===== config.mk =====
export PLATFORM = sky130hd
export DESIGN_NAME = ibc_read_ctrl_flat
export DESIGN_NICKNAME = d
export VERILOG_FILES = /design/src/rtl/ibc_read_ctrl_if.sv /design/src/rtl/ibc_read_ctrl.sv /design/src/flat_wrapper.sv
export SDC_FILE = /design/constraint.sdc
export NUM_CORES = 1
export LEC_CHECK = 0
export ABC_CLOCK_PERIOD_IN_PS = 2150
export CORE_UTILIZATION = 35
export CTS_CLUSTER_SIZE = 28
export DETAILED_ROUTE_END_ITERATION = 8
export MAX_ROUTING_LAYER = met4
export PLACE_DENSITY = 0.59
export SYNTH_ARGS = -nofsm -noshare
export SYNTH_HDL_FRONTEND = slang
export SYNTH_SLANG_ARGS = --single-unit

===== constraint.sdc =====
create_clock -name clk_bus -period 2.15 [get_ports clk_bus]
set_input_delay 0.43 -clock clk_bus [delete_from_list [all_inputs] [get_ports clk_bus]]
set_output_delay 0.43 -clock clk_bus [all_outputs]
set_load 0.05 [all_outputs]

===== src/rtl/ibc_read_ctrl_if.sv =====
// Port bundle for the read-path input buffer controller: core token/request side,
// MIF request/response side and the shared read-data broadcast.
interface ibc_read_ctrl_if #(
    parameter int unsigned nPorts     = 2,
    parameter int unsigned wAddrWidth = 28,
    parameter int unsigned wDataWidth = 64
);
    logic [nPorts-1:0]     tk_out;
    logic                  r_req_en;
    logic [wAddrWidth-1:0] r_req_addr;
    logic [wAddrWidth-1:0] ibc2mem_r_addr;
    logic                  ibc2mem_r_vld;
    logic                  mem2ibc_en;
    logic                  mem2ibc_r_vld;
    logic [wDataWidth-1:0] mem2ibc_r_data;
    logic [wDataWidth-1:0] r_data;
    logic [nPorts-1:0]     r_data_vld;
    logic                  rsp_err;

    modport master (
        output tk_out,
        input  r_req_en,
        input  r_req_addr,
        output ibc2mem_r_addr,
        output ibc2mem_r_vld,
        input  mem2ibc_en,
        input  mem2ibc_r_vld,
        input  mem2ibc_r_data,
        output r_data,
        output r_data_vld,
        output rsp_err
    );

    modport slave (
        input  tk_out,
        output r_req_en,
        output r_req_addr,
        input  ibc2mem_r_addr,
        input  ibc2mem_r_vld,
        output mem2ibc_en,
        output mem2ibc_r_vld,
        output mem2ibc_r_data,
        input  r_data,
        input  r_data_vld,
        input  rsp_err
    );
endinterface


===== src/rtl/ibc_read_ctrl.sv =====
// Read-path input buffer controller: token-arbitrated request queue toward the MIF and
// an in-order tag queue that steers returned data back to the issuing core.
module ibc_read_ctrl #(
    parameter int unsigned nPorts     = 2,
    parameter int unsigned wAddrWidth = 28,
    parameter int unsigned wDataWidth = 64,
    parameter int unsigned REQ_DEPTH  = 4,
    parameter int unsigned MAX_OUT    = 4
) (
    input logic            clk_bus,
    input logic            rst_bus,
    ibc_read_ctrl_if.master bus
);
    localparam int unsigned PidW    = (nPorts > 1) ? $clog2(nPorts) : 1;
    localparam int unsigned ReqPtrW = $clog2(REQ_DEPTH);
    localparam int unsigned ReqCntW = $clog2(REQ_DEPTH) + 1;
    localparam int unsigned TagPtrW = (MAX_OUT > 1) ? $clog2(MAX_OUT) : 1;
    localparam int unsigned TagCntW = $clog2(MAX_OUT) + 1;

    logic [PidW-1:0]       req_pid_mem  [REQ_DEPTH];
    logic [wAddrWidth-1:0] req_addr_mem [REQ_DEPTH];
    logic [ReqPtrW-1:0]    req_wptr, req_rptr;
    logic [ReqCntW-1:0]    req_cnt;

    logic [PidW-1:0]       tag_mem [MAX_OUT];
    logic [TagPtrW-1:0]    tag_wptr, tag_rptr;
    logic [TagCntW-1:0]    tag_cnt;

    logic [PidW-1:0]       tk_count;
    logic [wAddrWidth-1:0] last_head;
    logic [wDataWidth-1:0] r_data_q;
    logic [nPorts-1:0]     r_data_vld_q;
    logic                  rsp_err_q;

    logic                  issuable, req_empty, tag_full, tag_empty;
    logic                  req_push, issue_vld, issue, tag_pop;
    logic [nPorts-1:0]     tk_vec, rsp_onehot;
    logic [wAddrWidth-1:0] head_addr;
    logic [PidW-1:0]       head_pid, tag_head;

    assign issuable  = req_cnt < ReqCntW'(REQ_DEPTH);
    assign req_empty = (req_cnt == '0);
    assign tag_full  = (tag_cnt == TagCntW'(MAX_OUT));
    assign tag_empty = (tag_cnt == '0);
    assign head_addr = req_addr_mem[req_rptr];
    assign head_pid  = req_pid_mem[req_rptr];
    assign tag_head  = tag_mem[tag_rptr];

    assign req_push  = bus.r_req_en && issuable;
    assign issue_vld = !req_empty && !tag_full;
    assign issue     = issue_vld && bus.mem2ibc_en;
    assign tag_pop   = bus.mem2ibc_r_vld && !tag_empty;

    always_comb begin
        tk_vec     = '0;
        rsp_onehot = '0;
        for (int i = 0; i < int'(nPorts); i++) begin
            tk_vec[i]     = issuable && (tk_count == PidW'(i));
            rsp_onehot[i] = (tag_head == PidW'(i));
        end
    end

    assign bus.tk_out         = tk_vec;
    assign bus.ibc2mem_r_vld  = issue_vld;
    // Hold the last head when the queue drains so the MIF address bus stays quiet.
    assign bus.ibc2mem_r_addr = req_empty ? last_head : head_addr;
    assign bus.r_data         = r_data_q;
    assign bus.r_data_vld     = r_data_vld_q;
    assign bus.rsp_err        = rsp_err_q;

    always_ff @(posedge clk_bus) begin
        if (req_push) begin
            req_pid_mem[req_wptr]  <= tk_count;
            req_addr_mem[req_wptr] <= bus.r_req_addr;
        end
        if (issue) begin
            tag_mem[tag_wptr] <= head_pid;
        end
    end

    always_ff @(posedge clk_bus) begin
        if (rst_bus) begin
            req_wptr     <= '0;
            req_rptr     <= '0;
            req_cnt      <= '0;
            tag_wptr     <= '0;
            tag_rptr     <= '0;
            tag_cnt      <= '0;
            tk_count     <= '0;
            last_head    <= '0;
            r_data_q     <= '0;
            r_data_vld_q <= '0;
            rsp_err_q    <= 1'b0;
        end else begin
            if (issuable) begin
                tk_count <= (tk_count == PidW'(nPorts - 1)) ? '0 : tk_count + 1'b1;
            end
            if (req_push) req_wptr <= req_wptr + 1'b1;
            if (issue)    req_rptr <= req_rptr + 1'b1;
            req_cnt <= req_cnt + ReqCntW'(req_push) - ReqCntW'(issue);
            if (!req_empty) last_head <= head_addr;

            if (issue) begin
                tag_wptr <= (tag_wptr == TagPtrW'(MAX_OUT - 1)) ? '0 : tag_wptr + 1'b1;
            end
            if (tag_pop) begin
                tag_rptr <= (tag_rptr == TagPtrW'(MAX_OUT - 1)) ? '0 : tag_rptr + 1'b1;
            end
            tag_cnt <= tag_cnt + TagCntW'(issue) - TagCntW'(tag_pop);

            r_data_vld_q <= tag_pop ? rsp_onehot : '0;
            if (tag_pop) r_data_q <= bus.mem2ibc_r_data;
            if (bus.mem2ibc_r_vld && tag_empty) rsp_err_q <= 1'b1;
        end
    end
endmodule


===== src/flat_wrapper.sv =====
// flat-port wrapper written by rule: the top's interface ports become plain ports
module ibc_read_ctrl_flat 
#(
    parameter int unsigned nPorts     = 2,
    parameter int unsigned wAddrWidth = 28,
    parameter int unsigned wDataWidth = 64,
    parameter int unsigned REQ_DEPTH  = 4,
    parameter int unsigned MAX_OUT    = 4
)
  (clk_bus, rst_bus, bus_tk_out, bus_r_req_en, bus_r_req_addr, bus_ibc2mem_r_addr, bus_ibc2mem_r_vld, bus_mem2ibc_en, bus_mem2ibc_r_vld, bus_mem2ibc_r_data, bus_r_data, bus_r_data_vld, bus_rsp_err);
  ibc_read_ctrl_if #(.nPorts(nPorts), .wAddrWidth(wAddrWidth), .wDataWidth(wDataWidth)) bus_i ();
  input logic clk_bus;
  input logic rst_bus;
  output wire logic [$bits(bus_i.tk_out)-1:0] bus_tk_out;
  input wire logic [$bits(bus_i.r_req_en)-1:0] bus_r_req_en;
  input wire logic [$bits(bus_i.r_req_addr)-1:0] bus_r_req_addr;
  output wire logic [$bits(bus_i.ibc2mem_r_addr)-1:0] bus_ibc2mem_r_addr;
  output wire logic [$bits(bus_i.ibc2mem_r_vld)-1:0] bus_ibc2mem_r_vld;
  input wire logic [$bits(bus_i.mem2ibc_en)-1:0] bus_mem2ibc_en;
  input wire logic [$bits(bus_i.mem2ibc_r_vld)-1:0] bus_mem2ibc_r_vld;
  input wire logic [$bits(bus_i.mem2ibc_r_data)-1:0] bus_mem2ibc_r_data;
  output wire logic [$bits(bus_i.r_data)-1:0] bus_r_data;
  output wire logic [$bits(bus_i.r_data_vld)-1:0] bus_r_data_vld;
  output wire logic [$bits(bus_i.rsp_err)-1:0] bus_rsp_err;
  assign bus_tk_out = bus_i.tk_out;
  assign bus_i.r_req_en = bus_r_req_en;
  assign bus_i.r_req_addr = bus_r_req_addr;
  assign bus_ibc2mem_r_addr = bus_i.ibc2mem_r_addr;
  assign bus_ibc2mem_r_vld = bus_i.ibc2mem_r_vld;
  assign bus_i.mem2ibc_en = bus_mem2ibc_en;
  assign bus_i.mem2ibc_r_vld = bus_mem2ibc_r_vld;
  assign bus_i.mem2ibc_r_data = bus_mem2ibc_r_data;
  assign bus_r_data = bus_i.r_data;
  assign bus_r_data_vld = bus_i.r_data_vld;
  assign bus_rsp_err = bus_i.rsp_err;
  ibc_read_ctrl #(.nPorts(nPorts), .wAddrWidth(wAddrWidth), .wDataWidth(wDataWidth), .REQ_DEPTH(REQ_DEPTH), .MAX_OUT(MAX_OUT)) u_core (.clk_bus(clk_bus), .rst_bus(rst_bus), .bus(bus_i));
endmodule

==> results of run 1 <==
-- final cells by class --
cell class | count | area [um2] | share of cell area (%)
multi-input combinational | 355 | 2660 | 21.7
timing repair buffer | 228 | 2420 | 19.8
inverter | 9 | 33.8 | 0.276
clock inverter | 15 | 124 | 1.01
clock buffer | 33 | 698 | 5.70
tap | 324 | 405 | 3.31
sequential | 234 | 5900 | 48.2
-- kinds of logic after synthesis --
kind of cell	Yosys count	share of synthesized area, %
adders and majority gates	14	2.20
muxes	64	12.2
xor gates and xnor gates	4	0.405
buffers and inverters	46	2.27
AOI/OAI and AO/OA	73	4.39
and+or+nand+nor	200	10.4
DFF	234	68.1
-- through the flow --
step | TNS (ns) | setup WS, ns | hold WS (ns)
2_1_floorplan | 0 | 0.0126 | 0.453
3_3_place_gp | -0.566 | -0.243 | 0.441
3_5_place_dp | -0.646 | -0.276 | 0.446
4_1_cts | -10.16 | -0.397 | 0.299
5_1_grt | -11.10 | -0.419 | 0.325
6_report | -8.96 | -0.341 | 0.318
-- final timing paths --
check,startpoint,end,depth (start not counted)
worst max register to register,u_core.req_cnt[2],u_core.req_cnt[2],11
worst min-delay path,rst_bus,u_core.req_cnt[2],2
worst min register to register,u_core.bus.r_data[7],u_core.bus.r_data[7],2
worst max-delay path,flip-flop,bus_ibc2mem_r_addr[7],4
-- routing by layer --
layer	vias to the layer above	global-route usage [%]	part of all wire (%)
met2	191	24.4	46
met4	0	3.93	1.7
li1	2676	-	-
met3	29	3.44	6.8
met5	-	-	0
met1	2601	19.5	45
-- synth_stat cells, drive strengths merged --
master  count  area, um2
xor2        1       8.76
nor2b      35        219
and2        9       56.3
ha         12        150
inv         9       33.8
nand2     132        495
nand2b      2       12.5
mux2       31        349
or4         1       7.51
fa          2       40.0
mux2i       3       30.0
nor3b       3       27.5
buf        10       61.3
a21oi      70        350
xnor2       3       26.3
mux4       30        676
o31ai       2       20.0
clkbuf     27        101
nor2       11       41.3
edfxtp    120       3600
o31a        1       8.76
dfxtp     114       2280
or3         1       6.26
nor3        6       35.0
-- power breakdown --
group / internal (W) / leakage, nW / switching (W)
combinational: 0.00328 / 2.05 / 0.00457
sequential: 0.00553 / 2.03 / 0.000303
clock: 0.00253 / 0.402 / 0.00170
total: 0.0113 / 4.48 / 0.00657
-- state kept, by name (all words and copies together), names as in the netlist, named ones only --
register               flops
u_core.req_addr_mem      112
u_core.req_wptr            2
u_core.tag_rptr            2
u_core.tag_wptr            2
u_core.req_cnt             3
u_core.bus.r_data_vld      2
u_core.req_rptr            2
u_core.bus.rsp_err         1
u_core.last_head          28
u_core.tag_cnt             3
u_core.tk_count            1
u_core.req_pid_mem         4
u_core.tag_mem             4
u_core.bus.r_data         64
-- worst reg2reg max path, cell delays in order (launching register included) --
cell and delay [ns]:
dfxtp_2 0.33, nor3_4 0.20, buf_4 0.14, buf_4 0.11
nor3b_4 0.04, ha_1 0.28, inv_1 0.04, ha_1 0.19
fa_1 0.37, xnor2_1 0.20, xnor2_1 0.14, nor2_1 0.05
-- what timing repair did --
item | 4_1_cts | 5_1_grt
hold buffers | 0 | 0
pin swaps | 0 | 1
resized for setup | 32 | 31
buffers inserted | 0 | 3
endpoints found under the setup margin | 30 | 37
cloned | 0 | 1
==> run metrics, run 1 <==
status=finished with violations; failing checks=setup timing; cts bufs inserted=26; synthesis-stage register bit count=234; Max-Cap Viols=0; DRC=0; commonest non-fill, non-tap cell in the layout=clkdlybuf4s50_1; die footprint=between 20000 and 30000 um2; Core Util, Final=50.5%; drt total wl=~19 mm; Mean Syn Cell Area=13.6 um2; GPL Wtd Cong=0.771; Cell Count, Final, Fillers Out=1198; Area after DPL=about 11000 um2; CP Class=flip-flop to primary output; clock buffer depth=3; input/output buffers=194; Core Region=24200 um2; slowest CP cell=mux4_2; drt first-iter violations=292; final-report hold violation count=0; Cell Area, Synth=8640 um2; maximum number of pins on one net before global-route repair=55; Clock Latency Late Sink=0.51 ns; initial core utilization=35.6%; min Tclk post-route=2.49 ns; DR vias=around 5.5k; DRT antenna net count=0; Syn. warnings=0; die height=around 160 um; Nets=965; H-tree levels=1; layout cells sized above 1=19.9%; CTS tree=yes; Die X-Extent=between 150 and 200 um; Top delay family on crit path=multiplexers; Hold Path Class=primary input to flip-flop; Worst Slack Setup Final=-0.341 ns; Syn Nets=746; PwrDens=1460 nW/um2; Tot GR Track Use=15.2%; FMAX=401 MHz; global-route wire length before repair=29.7 mm; Layout fillers=2152; final worst path period share=116%; clk sink count=234; commonest non-fill, non-tap cells in the layout=clkdlybuf4s50_1, nand2_1, edfxtp_1; worst-margin pin slew=0.577 ns; startpoint types=flip-flop; unrepaired setup endpoints after global routing=yes; DR vias/cell=between 4 and 5; Detail Placement HPWL=roughly 12 mm; crit path cell chain=buf_12 > mux4_2 > mux2_4 > buf_6; WP data required=roughly 1.7 ns; reg2reg setup slack=-0.06 ns; VDD IR max=0.00129 V; initial antenna violation count=0; Setup-failing EPs final=29; grt total ovfl=0; Setup Skew=0.00744 ns; vias in the first global route=5484; CP max FO=12; crit path DAT=2.06 ns; P_leak=4.48 nW; critical path's largest stage delay=0.52 ns; Worst-path clk slew=0.06 ns; Worst setup EP type=primary output; Buf/Inv on CP=2; Placed Cells=between 1k and 1.5k; CTS root buf=clkbuf_16; Syn Inst Count=635; register area share after synthesis=68.1%; # rows=57; area grow syn2layout=41.6%; drt first pass iters=6; library cells used by synthesis=29; post-DR wirelength/cell=roughly 16 um; I/O pin count=195; Pwr Total=0.0179 W; fin area=12200 um2; diode count=0; Rel. slew slack=61.5%; count of pins over their slew limit=0
(Power assumes the default switching activity.)
==> run 2, diff against run 1 <==
- SLEW_MARGIN: unset -> 20
==> results of run 2 <==
Final layout, timing and power as in run 1 (identical DEF).
